--- src/rtl/ledport_pwm_fta64.sv ---
// FTA64 LED port with per-LED PWM brightness, blink and a power-on heartbeat.
// Register select is adr[5:3]: OUT, BLINK, DUTY, CTRL, ID. The remaining slots read as zero.

package fta_bus_pkg;
    typedef enum logic [2:0] {CLASSIC = 3'd0, FIXED = 3'd1, INCR = 3'd2, ERC = 3'd7} fta_cti_t;
    typedef enum logic [1:0] {OKAY = 2'd0, DECERR = 2'd1, PROTERR = 2'd2, ERR = 2'd3} fta_err_t;

    typedef struct packed {
        logic        cyc;
        logic        stb;
        logic        we;
        fta_cti_t    cti;
        logic [7:0]  sel;
        logic [7:0]  tid;
        logic [31:0] adr;
        logic [63:0] dat;
    } fta_cmd_request64_t;

    typedef struct packed {
        logic        ack;
        logic        rty;
        fta_err_t    err;
        logic [3:0]  pri;
        logic [7:0]  tid;
        logic [31:0] adr;
        logic [63:0] dat;
    } fta_cmd_response64_t;
endpackage

module ledport_pwm_fta64
    import fta_bus_pkg::*;
#(
    parameter int NLED       = 8,
    parameter int PWM_BITS   = 8,
    parameter int HB_BIT     = 28,
    parameter int PRESCALE_W = 16
) (
    input  logic                clk,
    input  logic                rst,
    input  logic                cs,
    input  fta_cmd_request64_t  req,
    output fta_cmd_response64_t resp,
    output logic [NLED-1:0]     led
);

    localparam int CW = HB_BIT + 1;
    localparam logic [4:0] BSEL_MAX = 5'(HB_BIT);
    // The nominal reset rate is bit 24; small counters clamp it so it always names a real bit.
    localparam logic [4:0] BSEL_RST = 5'((HB_BIT < 24) ? HB_BIT : 24);

    logic [NLED-1:0]                out_q, out_d;
    logic [NLED-1:0]                blink_q, blink_d;
    logic [NLED-1:0][PWM_BITS-1:0]  duty_q, duty_d;
    logic [4:0]                     bsel_q, bsel_d;
    logic [PRESCALE_W-1:0]          prescale_q, prescale_d;
    logic                           hbf_q, hbf_d;
    logic                           wr_seen_q, wr_seen_d;
    logic [CW-1:0]                  cnt_q, cnt_d;
    logic [PRESCALE_W-1:0]          pre_q, pre_d;
    logic [PWM_BITS-1:0]            pwm_q, pwm_d;
    logic [NLED-1:0]                led_q, led_d;
    fta_cmd_response64_t            resp_q, resp_d;

    logic        wr;
    logic [2:0]  rsel;
    logic [63:0] rdata;
    logic [CW-1:0] cnt_sh;
    logic        blink_ph;
    logic [NLED-1:0] pwm_on;
    logic        unused_req;

    assign wr         = cs & req.we;
    assign rsel       = req.adr[5:3];
    assign unused_req = ^{req.cyc, req.stb, req.sel, req.dat};

    // Register file writes; byte enables are ignored, every write is full width.
    always_comb begin
        out_d      = out_q;
        blink_d    = blink_q;
        duty_d     = duty_q;
        bsel_d     = bsel_q;
        prescale_d = prescale_q;
        hbf_d      = hbf_q;
        wr_seen_d  = wr_seen_q;
        if (wr) begin
            case (rsel)
                3'd0: begin
                    out_d     = req.dat[NLED-1:0];
                    wr_seen_d = 1'b1;
                end
                3'd1: begin
                    blink_d   = req.dat[NLED-1:0];
                    wr_seen_d = 1'b1;
                end
                3'd2: begin
                    for (int i = 0; i < NLED; i++) duty_d[i] = req.dat[i*8 +: PWM_BITS];
                    wr_seen_d = 1'b1;
                end
                3'd3: begin
                    bsel_d     = (req.dat[4:0] > BSEL_MAX) ? BSEL_MAX : req.dat[4:0];
                    prescale_d = req.dat[16 +: PRESCALE_W];
                    hbf_d      = req.dat[32];
                    wr_seen_d  = 1'b1;
                end
                default: ;
            endcase
        end
    end

    // Readback mux, zero-extended to the bus width.
    always_comb begin
        rdata = '0;
        case (rsel)
            3'd0: rdata[NLED-1:0] = out_q;
            3'd1: rdata[NLED-1:0] = blink_q;
            3'd2: for (int i = 0; i < NLED; i++) rdata[i*8 +: PWM_BITS] = duty_q[i];
            3'd3: begin
                rdata[4:0]              = bsel_q;
                rdata[16 +: PRESCALE_W] = prescale_q;
                rdata[32]               = hbf_q;
            end
            3'd4: rdata = {32'h4C454450, 8'(NLED), 8'(PWM_BITS), 16'd0};
            default: rdata = '0;
        endcase
    end

    // Free counter, PWM prescaler (reload uses the value held before any same-cycle write), LED and response.
    always_comb begin
        cnt_d = cnt_q + CW'(1);
        pwm_d = pwm_q;
        if (pre_q == '0) begin
            pre_d = prescale_q;
            pwm_d = pwm_q + PWM_BITS'(1);
        end else begin
            pre_d = pre_q - PRESCALE_W'(1);
        end

        cnt_sh   = cnt_q >> bsel_q;
        blink_ph = cnt_sh[0];
        pwm_on   = '0;
        led_d    = '0;
        for (int i = 0; i < NLED; i++) begin
            pwm_on[i] = (duty_q[i] == '1) | (pwm_q < duty_q[i]);
            if (!wr_seen_q | hbf_q) led_d[i] = cnt_q[HB_BIT];
            else led_d[i] = out_q[i] & pwm_on[i] & (~blink_q[i] | blink_ph);
        end

        resp_d     = '0;
        resp_d.ack = cs & (~req.we | (req.cti == ERC));
        resp_d.rty = 1'b0;
        resp_d.err = OKAY;
        resp_d.pri = 4'd7;
        resp_d.tid = req.tid;
        resp_d.adr = req.adr;
        resp_d.dat = (cs & ~req.we) ? rdata : 64'd0;
    end

    // State registers with synchronous reset; reset overrides a same-cycle write.
    always_ff @(posedge clk) begin
        if (rst) begin
            out_q      <= '0;
            blink_q    <= '0;
            duty_q     <= '1;
            bsel_q     <= BSEL_RST;
            prescale_q <= '0;
            hbf_q      <= 1'b0;
            wr_seen_q  <= 1'b0;
            cnt_q      <= '0;
            pre_q      <= '0;
            pwm_q      <= '0;
            led_q      <= '0;
            resp_q     <= '0;
        end else begin
            out_q      <= out_d;
            blink_q    <= blink_d;
            duty_q     <= duty_d;
            bsel_q     <= bsel_d;
            prescale_q <= prescale_d;
            hbf_q      <= hbf_d;
            wr_seen_q  <= wr_seen_d;
            cnt_q      <= cnt_d;
            pre_q      <= pre_d;
            pwm_q      <= pwm_d;
            led_q      <= led_d;
            resp_q     <= resp_d;
        end
    end

    assign led  = led_q;
    assign resp = resp_q;

endmodule
--- config.mk ---
export PLATFORM = sky130hd
export DESIGN_NAME = ledport_pwm_fta64
export DESIGN_NICKNAME = d
export VERILOG_FILES = /design/src/rtl/ledport_pwm_fta64.sv
export SDC_FILE = /design/constraint.sdc
export NUM_CORES = 1
export LEC_CHECK = 0
export BUFFER_PORTS_ARGS = -buffer_cell sky130_fd_sc_hd__buf_2
export CAP_MARGIN = 20
export CORE_MARGIN = 2
export CORE_UTILIZATION = 55
export CTS_CLUSTER_DIAMETER = 30
export DETAILED_ROUTE_END_ITERATION = 10
export HOLD_SLACK_MARGIN = 0.05
export PLACE_DENSITY = 0.81
export SLEW_MARGIN = 10
export SYNTH_ARGS = -nofsm -noshare
export SYNTH_HDL_FRONTEND = slang
export SYNTH_SLANG_ARGS = --single-unit
--- constraint.sdc ---
create_clock -name clk -period 3.8 [get_ports clk]
set_input_delay 0.76 -clock clk [delete_from_list [all_inputs] [get_ports clk]]
set_output_delay 0.76 -clock clk [all_outputs]
set_load 0.1 [all_outputs]
==> Flow_metrics.wiki, run 1 <==
{| class="wikitable"
! Metric !! Value
|-
| Post-Route Skew || 0.0112 ns
|-
| Post-synth design cell area || 11200 um^2
|-
| Unrepaired setup endpoints after global routing || false
|-
| Library cell appearing most often on the critical path || a211oi_1
|-
| Worst path max stage delay || 0.79 ns
|-
| Outcome || finished, final reports clean
|-
| Largest net degree at the start of global routing || 89
|-
| Worst endpoint data arrival time || 3.00 ns
|-
| Post-synth top area cell || dfxtp_1
|-
| Number of buffer and inverter stages on the critical path || 0
|-
| Synthesis-to-layout area growth || 26.1%
|-
| Die footprint || 21500 um^2
|-
| H-tree depth || 2
|-
| Cell count after synthesis || 1234
|-
| Wire length per cell || 16.6 um
|-
| Final Cycle Share || 69.2%
|-
| Number of clock sinks || 270
|-
| Die boundary height || 147 um
|-
| Upper clock frequency limit || 380 MHz
|-
| Most used flip-flop cell after synthesis || dfxtp_1
|-
| Share of the yosys chip area belonging to registers || 48.4%
|-
| TritonCTS clock tree || built
|-
| Crit path max fanout || 16
|-
| Total congestion overflow after global routing || 0
|-
| Type of the tightest min-delay check || input pin to register
|-
| Leakage component of the power || 6.73 nW
|-
| DRC || 0
|-
| Cell breakdown of the critical path || mux2i_1 > a311o_1 > a211oi_1 > a31oi_1 > and3_1 > a211oi_1
|-
| Tightest Pin Transition || 0.908 ns
|-
| Total number of placement rows || 52
|-
| Total wirelength of the detailed-routed design || 29.2 mm
|-
| Core footprint || 20100 um^2
|-
| Met2 Usage GRT || 46.0%
|-
| Worst hold path startpoint || req[85]
|-
| Number of search-and-repair iterations in the first detailed-routing pass || 5
|-
| Final hold slack || 0.441 ns
|-
| Family of cells with the greatest summed delay on the critical path || compound AO/OA/AOI/OAI gates
|-
| Vias || 9735
|-
| Number of nets with antenna violations after detailed routing || 0
|-
| Area used by sequential logic in the layout || 5410 um^2
|-
| Layer carrying the most global-route usage || met2
|-
| Worst voltage drop across the vdd grid || 0.410 mV
|-
| Endpoint required time on the critical path || 4.17 ns
|-
| Areal power density over the cells || 584 nW/um^2
|-
| Met3 routing resource usage after global routing || 4.47%
|-
| Number of design-rule violations left by the first detailed-router iteration || 537
|-
| Top-area cell type share of the netlist area || 48.4%
|-
| Total CTS buffers || 44
|-
| Count of final hold-check violations || 0
|-
| Fraction of final layout cells with drive strength greater than 1 || 22.5%
|-
| Post-synth EDFFs || 0
|-
| Async set-or-reset flop fraction in the synthesized netlist || 0%
|-
| Final estimated routing congestion in global placement || 0.855
|-
| Number of warning messages in the yosys log || 0
|-
| Count of distinct cell types in the synthesized netlist || 50
|-
| Crit-path slowest cell || dfxtp_1
|-
| Slew Limit Fails || 0
|-
| Wire length of the first global-routing pass || 46.9 mm
|-
| Critical Path Start || bsel_q[1]
|-
| Number of gates resized after CTS || 0
|-
| Die X || 147 um
|-
| Area of the multi-input gates || 5230 um^2
|-
| Total power draw || 0.00823 W
|-
| Fill cell total of the finished layout || 1534
|-
| Worst setup path category || register to register
|-
| NumNets Final || 1632
|-
| Hold-fix buffers, CTS || 0
|-
| Max_cap viols || 0
|-
| Reg-to-reg startpoint || bsel_q[1]
|-
| Post-detailed-route via-to-cell ratio || 5.53
|-
| Met1 track demand over resource in global routing || 33.5%
|-
| Slew margin rel. || 39.4%
|-
| Half-perimeter wire length after detailed placement || 19.2 mm
|-
| Synth top area cells || dfxtp_1 (48%), ha_1 (6.6%), nand2_1 (4.7%)
|-
| Final count of negative-setup-slack endpoints || 0
|-
| Synthesized area per cell || 9.06 um^2
|-
| Number of top-level design ports || 241
|-
| Startpoint types || register
|-
| Clock Pin Slew Worst Setup and Hold Paths || 0.05 ns
|-
| Clk Tree Root Cell || clkbuf_16
|-
| Register bit count reported by yosys || 270
|-
| Setup Total Neg Slack || 0 ns
|-
| Post-CTS Setup Repair Bufs || 0
|-
| Skew-Pair Late Insertion Delay || 0.53 ns
|-
| Initial core utilization || 55.6%
|-
| GR Util All Layers || 26.8%
|-
| Kind of end point of the critical path || register
|-
| Antenna violations before repair || 3
|-
| Count of port buffers added during placement || 226
|-
| Clk buf depth || 3
|-
| Number of global-route vias before repair || 9571
|-
| Post-layout minimum cycle time || 2.63 ns
|}
## synth_stat cells (15+ instances only)
library cell / number
o21ai_0: 38
nor2b_1: 58
nor2_1: 121
o211ai_1: 66
dfxtp_1: 270
nor3_1: 20
nand2_1: 140
a211oi_1: 17
xor2_1: 27
a22oi_1: 15
a21oi_1: 52
and2_1: 31
inv_1: 69
nand3_1: 24
mux2i_1: 30
clkbuf_1: 56
nand4_1: 24
ha_1: 59
## cells by family after synthesis
family,synth area share [%]
compound gates,13.3
xor+xnor,3.06
fa+ha+maj,6.60
buf+inv,5.05
flops,48.4
mux,3.39
other cells,0.0336
simple gates,20.2
## where the power goes
group / leakage, nW / switching [W] / internal, W / total, W
clock: 0.760 / 0.00143 / 0.00274 / 0.00417
combinational: 3.77 / 0.000662 / 0.000324 / 0.000986
sequential: 2.20 / 0.000122 / 0.00295 / 0.00308
total: 6.73 / 0.00221 / 0.00602 / 0.00823
## sequential cells by signal, summed over array words and instances (netlist names)
register    count
blink_q         8
bsel_q          5
cnt_q          29
duty_q         64
hbf_q           1
led             8
out_q           8
pre_q          16
prescale_q     16
pwm_q           8
resp          106
wr_seen_q       1
## per-stage QoR
stage,cell area (um^2),util (%),std cells,setup slack [ns]
after detailed placement,12500,62.2,1676,1.08
after CTS,14100,70.1,1758,1.21
after global placement,12500,62.2,1676,1.11
after global routing,14100,70.1,1758,1.08
final,14100,70.1,1761,1.17
after floorplan,11200,-,1237,1.53
## worst register-to-register path, cell delays in order, from the launching register on
cell and delay [ns]:
dfxtp_1 0.79, mux2i_1 0.17, a311o_1 0.37, a211oi_1 0.23, a31oi_1 0.07, and3_1 0.35
a211oi_1 0.49
## layer usage
layer,part of all wire (%),vias up
met4,2.9,2
met2,49,352
met5,0.045,-
met3,6.6,74
met1,42,4607
li1,-,4700
## final cells by class
| class | instances | area share (%) |
|---|---|---|
| antenna | 3 | 0.0533 |
| timing repair buffer | 241 | 8.93 |
| inverter | 70 | 1.86 |
| tap | 270 | 2.40 |
| sequential | 270 | 38.4 |
| clock buffer | 50 | 8.35 |
| clock inverter | 32 | 2.94 |
| multi-input combinational | 825 | 37.1 |
## cells in the final DEF, fill, tap and decap left out, types with 17 or more instances in the layout
master,n
a211oi_1,17
a21oi_1,52
and2_1,31
buf_2,225
clkbuf_16,46
dfxtp_1,270
ha_1,59
inv_1,69
mux2i_1,30
nand2_1,140
nand3_1,24
nand4_1,24
nor2_1,121
nor2b_1,57
nor3_1,20
o211ai_1,66
o21ai_0,38
xor2_1,27
## worst paths after layout
| path | cells past startpoint | end | slack (ns) |
|---|---|---|---|
| setup reg to reg | 6 | led[0] | 1.17 |
| hold / removal | 2 | resp[85] | 0.44 |
| hold reg to reg | 2 | wr_seen_q | 0.47 |
| setup / recovery | 6 | led[0] | 1.17 |
Note: power is estimated with default switching activity, not from simulation.
==> run 2: changes to the inputs <==
Settings changed: ABC_AREA from default to 1, CORE_UTILIZATION 55 to 49, PLACE_DENSITY 0.81 to 0.76.
Clock period 3.8 ns to 2.4 ns, I/O delays scaled along.
==> Flow_metrics.wiki, run 2 <==
{| class="wikitable"
! Metric !! Value
|-
| Worst endpoint data arrival time || 2.43 ns
|-
| Critical Path Start || pre_q[0]
|-
| Clk Tree Root Cell || clkbuf_16
|-
| Number of warning messages in the yosys log || 0
|-
| Share of the yosys chip area belonging to registers || 47.3%
|-
| Worst voltage drop across the vdd grid || 0.560 mV
|-
| Number of design-rule violations left by the first detailed-router iteration || 935
|-
| Post-synth design cell area || 11400 um^2
|-
| Most used flip-flop cell after synthesis || dfxtp_1
|-
| Total power draw || 0.0132 W
|-
| Final estimated routing congestion in global placement || 0.943
|-
| Cell count after synthesis || 1427
|-
| Antenna violations before repair || 2
|-
| Crit path max fanout || 26
|-
| Number of top-level design ports || 241
|-
| Termination of the worst setup path || pwm_q[6]
|-
| Largest net degree at the start of global routing || 127
|-
| Fill cell total of the finished layout || 1912
|-
| Register bit count reported by yosys || 270
|-
| Most common cell in the synthesized netlist || dfxtp_1
|-
| Post-CTS Setup Repair Bufs || 0
|-
| End of the worst register-to-register path || pwm_q[6]
|-
| Clk buf depth || 3
|-
| Worst path max stage delay || 0.32 ns
|-
| Die footprint || 24600 um^2
|-
| Kind of end point of the critical path || register
|-
| Worst setup path category || register to register
|-
| Total congestion overflow after global routing || 0
|-
| Post-Route Utilization || 63.7%
|-
| Fraction of final layout cells with drive strength greater than 1 || 21.9%
|-
| H-tree depth || 2
|-
| Vias || 10500
|-
| Die X || 157 um
|-
| Number of search-and-repair iterations in the first detailed-routing pass || 6
|-
| Count of final hold-check violations || 0
|-
| Slew margin rel. || 43.2%
|-
| GR Util All Layers || 24.2%
|-
| Largest register FFs || 106
|-
| Leakage component of the power || 7.23 nW
|-
| Clock Pin Slew Worst Setup and Hold Paths || 0.05 ns
|-
| Slew Limit Fails || 0
|-
| Final Cycle Share || 83.5%
|-
| Reg-to-reg startpoint || pre_q[0]
|-
| DRC || 0
|-
| Crit-path slowest cell || dfxtp_1
|-
| Max_cap viols || 0
|-
| Total wirelength of the detailed-routed design || 30.3 mm
|-
| Synth top area cells || dfxtp_1 (47%), nand2_1 (8.2%), ha_1 (6.5%)
|-
| Half-perimeter wire length after detailed placement || 20.9 mm
|-
| Number of buffer and inverter stages on the critical path || 2
|-
| Outcome || finished, final reports clean
|-
| Commonest cells after routing, fill and taps aside || dfxtp_1 (270), nand2_1 (250), buf_2 (226)
|-
| Synthesis-to-layout area growth || 26.9%
|-
| Number of global-route vias before repair || 9786
|-
| Most common cell after layout, fill and taps aside || dfxtp_1
|-
| Die boundary height || 157 um
|-
| Initial core utilization || 50.2%
|-
| Total number of placement rows || 55
|-
| Post-Route Skew || 0.0248 ns
|-
| Skew-Pair Late Insertion Delay || 0.55 ns
|-
| Post-synth top area cell || dfxtp_1
|-
| Family of cells with the greatest summed delay on the critical path || simple AND/OR/NAND/NOR gates
|-
| Cell breakdown of the critical path || inv_1 > ha_1 > nand2_2 > nor2_4 > nand3_2 > nor2_4 > inv_2 > nor3_1 > nand2_1 > nand2_1 > nor2_1
|-
| Unrepaired setup endpoints after global routing || false
|-
| Cell depth of the worst setup path || 11
|-
| Number of gates resized after CTS || 0
|-
| Top-area cell type share of the netlist area || 47.3%
|-
| Endpoint required time on the critical path || 2.82 ns
|-
| Count of placed standard cells in the final layout, fillers left out || 2025
|-
| Upper clock frequency limit || 499 MHz
|-
| Type of the tightest min-delay check || input pin to register
|-
| Total CTS buffers || 48
|-
| Areal power density over the cells || 907 nW/um^2
|-
| Hold Crit Depth || 3
|-
| Post-synth EDFFs || 0
|-
| Placed Instances || 1938
|-
| Post-synth top cells || dfxtp_1 (270), nand2_1 (250), nor2_1 (183)
|-
| Worst-case reg-to-reg path depth || 11
|-
| Post-detailed-route via-to-cell ratio || 5.19
|-
| Post-layout minimum cycle time || 2.00 ns
|-
| Core footprint || 22800 um^2
|-
| Wire length per cell || 15.0 um
|-
| Async set-or-reset flop fraction in the synthesized netlist || 0%
|-
| Number of nets with antenna violations after detailed routing || 0
|-
| Tightest Pin Transition || 0.851 ns
|-
| Final count of negative-setup-slack endpoints || 0
|-
| Setup Total Neg Slack || 0 ns
|-
| Hold-fix buffers, CTS || 0
|-
| Number of clock sinks || 270
|-
| Startpoint types || register
|-
| Count of port buffers added during placement || 226
|-
| R2R setup slack || 0.40 ns
|-
| NumNets Final || 1855
|-
| Synthesized area per cell || 8.01 um^2
|-
| Wire length of the first global-routing pass || 48.3 mm
|-
| TritonCTS clock tree || built
|-
| Count of distinct cell types in the synthesized netlist || 45
|-
| Final hold slack || 0.130 ns
|}
==> run 2: cell count changes after synthesis, moves of 30 or more <==
cell	previous run	this run
nand2_1	140	250
inv_1	69	161
nor2_1	121	183
nor2b_1	58	0
a21oi_1	52	94
o21ai_0	38	74
and2_1	31	0
clkbuf_1	56	26
mux2i_1	30	0
==> run 2: cell type report <==
class	instances	area [um^2]	share of cell area [%]
flip-flops and latches	270	5410	37.3
diodes	1	2.50	0.0172
repair buffers	256	1390	9.61
clock inverters	32	323	2.23
inverters	171	643	4.43
well taps	313	392	2.70
clock buffers	54	1290	8.87
multi-input cells	928	5060	34.9
==> run 2: worst min path at each step <==
stage | start | to
4_1_cts | req[98] | resp[98]
6_report | req[95] | resp[95]
3_3_place_gp | pre_q[0] | pre_q[0]
5_1_grt | req[78] | resp[78]
3_5_place_dp | pre_q[0] | pre_q[0]
2_1_floorplan | pre_q[0] | pre_q[0]
==> run 2: power by group <==
part | switching (W) | internal [W] | total, W
registers | 0.000124 | 0.00469 | 0.00481
logic | 0.00121 | 0.000521 | 0.00173
clock network | 0.00232 | 0.00430 | 0.00662
total | 0.00365 | 0.00951 | 0.0132
==> run 2: layer usage <==
metal  vias up  GRT usage [%]  share of wire (%)
met1      4807           31.4                 42
li1       5219              -                  -
met5         -              0              0.043
met4         2           7.16                2.2
met2       412           40.6                 47
met3        64           4.98                8.4
==> run 2: cells by family after synthesis <==
logic type	share of synthesized area [%]
AOI/OAI and AO/OA	15.3
xor gates and xnor gates	0.996
adders and majority gates	6.46
buffers and inverters	8.56
DFF	47.3
other	0.0328
and+or+nand+nor	21.3
==> run 2: worst register-to-register path: stages (launching register included) <==
cell     delay [ns]
dfxtp_1        0.32
inv_1          0.06
ha_1           0.22
nand2_2        0.10
nor2_4         0.20
nand3_2        0.13
nor2_4         0.20
inv_2          0.21
nor3_1         0.26
nand2_1        0.08
nand2_1        0.07
nor2_1         0.06
==> run 2: through the flow <==
| step | instance area [um^2] | setup slack [ns] |
|---|---|---|
| after floorplan | 11400 | 0.546 |
| after global placement | 12900 | 0.463 |
| after detailed placement | 12900 | 0.412 |
| after CTS | 14500 | 0.422 |
| after global routing | 14500 | 0.191 |
| final | 14500 | 0.395 |
==> run 3: changes to the inputs <==
Settings changed: CORE_UTILIZATION 49 to 55, PLACE_DENSITY 0.76 to 0.8.
Clock period 2.4 ns to 2 ns, I/O delays scaled along.
==> Flow_metrics.wiki, run 3 (same netlist as run 2, synthesis figures left out) <==
{| class="wikitable"
! Metric !! Value
|-
| Clock Pin Slew Worst Setup and Hold Paths || 0.05 ns
|-
| Upper clock frequency limit || 546 MHz
|-
| Family of cells with the greatest summed delay on the critical path || compound AO/OA/AOI/OAI gates
|-
| Antenna violations before repair || 1
|-
| TritonCTS clock tree || built
|-
| Total power draw || 0.0162 W
|-
| Total CTS buffers || 47
|-
| Crit path max fanout || 5
|-
| Post-layout minimum cycle time || 1.83 ns
|-
| Slack of the critical path || 0.168 ns
|-
| Post-CTS Setup Repair Bufs || 0
|-
| Die footprint || 22000 um^2
|-
| Number of nets with antenna violations after detailed routing || 0
|-
| Vias || 10800
|-
| Max_cap viols || 0
|-
| Areal power density over the cells || 1110 nW/um^2
|-
| Number of top-level design ports || 241
|-
| Number of global-route vias before repair || 10400
|-
| Post-Route Skew || 0.0119 ns
|-
| Total congestion overflow after global routing || 0
|-
| Count of final hold-check violations || 0
|-
| Half-perimeter wire length after detailed placement || 21.0 mm
|-
| Setup Total Neg Slack || 0 ns
|-
| DRC || 0
|-
| Fill cell total of the finished layout || 1560
|-
| Worst setup path category || register to register
|-
| Kind of end point of the critical path || register
|-
| Layout Cell Area excl Fill || 14600 um^2
|-
| Endpoint required time on the critical path || 2.44 ns
|-
| Outcome || finished, final reports clean
|-
| Clk Tree Root Cell || clkbuf_16
|-
| Crit-path slowest cell || dfxtp_1
|-
| Unrepaired setup endpoints after global routing || false
|-
| Number of search-and-repair iterations in the first detailed-routing pass || 8
|-
| Sw Share || 26.5%
|-
| Number of buffer and inverter stages on the critical path || 1
|-
| Worst endpoint data arrival time || 2.28 ns
|-
| Internal Pwr Total || 0.0119 W
|-
| Power spent charging and discharging nets || 0.00430 W
|-
| Commonest cells after routing, fill and taps aside || dfxtp_1 (269), nand2_1 (250), buf_2 (226)
|-
| Worst voltage drop across the vdd grid || 0.696 mV
|-
| Count of port buffers added during placement || 226
|-
| Initial core utilization || 56.3%
|-
| Cell breakdown of the critical path || buf_4 > ha_1 > a21oi_1 > o21ai_0 > nand2_1 > nand2_1 > a21oi_1 > nand2_1 > a21oi_1
|-
| Part of the total power dissipated in the clock network || 51.0%
|-
| Fraction of final layout cells with drive strength greater than 1 || 22.4%
|-
| Largest register FFs || 106
|-
| Die boundary height || 148 um
|-
| Final estimated routing congestion in global placement || 0.894
|-
| Slew margin rel. || 44.8%
|-
| Most common cell after layout, fill and taps aside || dfxtp_1
|-
| Part of the power in combinational logic || 13.3%
|-
| GR Util All Layers || 27.2%
|-
| Wire length of the first global-routing pass || 49.5 mm
|-
| Post-detailed-route via-to-cell ratio || 5.39
|-
| Total number of placement rows || 52
|-
| Final Cycle Share || 91.6%
|-
| Slew Limit Fails || 0
|-
| Total wirelength of the detailed-routed design || 30.6 mm
|-
| NumNets Final || 1867
|-
| Hold-fix buffers, CTS || 0
|-
| Skew-Pair Late Insertion Delay || 0.53 ns
|-
| H-tree depth || 2
|-
| Cell area reported after detailed placement || 12900 um^2
|-
| Core footprint || 20300 um^2
|-
| Worst path max stage delay || 0.44 ns
|-
| Number of clock sinks || 270
|-
| Tightest Pin Transition || 0.828 ns
|-
| Wire length per cell || 15.3 um
|-
| Largest net degree at the start of global routing || 80
|-
| Final count of negative-setup-slack endpoints || 0
|-
| Worst slack, placed || 0.123 ns
|-
| Number of gates resized after CTS || 0
|-
| Synthesis-to-layout area growth || 27.8%
|-
| Die X || 148 um
|-
| Type of the tightest min-delay check || input pin to register
|-
| Startpoint types || register
|-
| Sequential group share of total power || 35.7%
|-
| Clk buf depth || 3
|-
| Leakage component of the power || 7.32 nW
|-
| Number of design-rule violations left by the first detailed-router iteration || 741
|}
run 3: cell types whose count changed in the layout (fill, tap and decap cells not counted), moves of 3 or more:
cell,previous run,this run
buf_4,27,40
clkbuf_8,2,6
clkbuf_1,2,7
clkinv_2,12,5
clkinvlp_4,9,4
bufinv_16,4,7
run 3: layer usage:
layer / GRT usage (%) / up-vias / wire, um
li1: - / 5240 / -
met1: 34.3 / 4973 / 12400
met2: 46.8 / 453 / 14800
met3: 5.21 / 86 / 2460
met4: 9.29 / 0 / 873
met5: 0 / - / 0
run 3: worst register-to-register path, delay by kind of cell (launching register included):
family	cells	cell delay, ns
buf+inv	1	0.18
flops	1	0.44
compound gates	4	0.66
simple gates	3	0.22
fa+ha+maj	1	0.24
run 3: worst paths after layout:
| check | slack [ns] | endpoint | start | depth (start not counted) |
|---|---|---|---|---|
| setup / recovery | 0.17 | led[6] | pwm_q[3] | 9 |
| hold / removal | 0.07 | resp[84] | req[84] | 3 |
| setup reg to reg | 0.17 | led[6] | pwm_q[3] | 9 |
| hold reg to reg | 0.44 | cnt_q[0] | cnt_q[0] | 1 |
run 3: power groups by stage:
stage	Combinational [W]	Sequential [W]	Clock, W
global route	0.00234	0.00580	0.00857
global placement	0.00208	0.00587	0
detailed placement	0.00213	0.00587	0
floorplan	0.00112	0.00631	0
finish	0.00216	0.00578	0.00826
CTS	0.00216	0.00577	0.00832
run 3: cell type report:
type                       count  area [um^2]  share of cell area (%)
timing repair buffer         269         1490                    10.2
multi-input combinational    928         5070                    34.7
clock inverter                22          322                    2.20
sequential                   270         5410                    37.0
antenna                        1         2.50                  0.0171
clock buffer                  62         1340                    9.14
tap                          270          338                    2.31
inverter                     171          643                    4.40
run 3: stage by stage:
stage / utilization, % / std cells / hold slack, ns
floorplan: - / 1430 / 0.429
global placement: 63.7 / 1908 / 0.444
detailed placement: 63.7 / 1908 / 0.455
CTS: 71.9 / 1992 / 0.0589
global route: 72.0 / 1993 / 0.0736
finish: 72.0 / 1993 / 0.0726
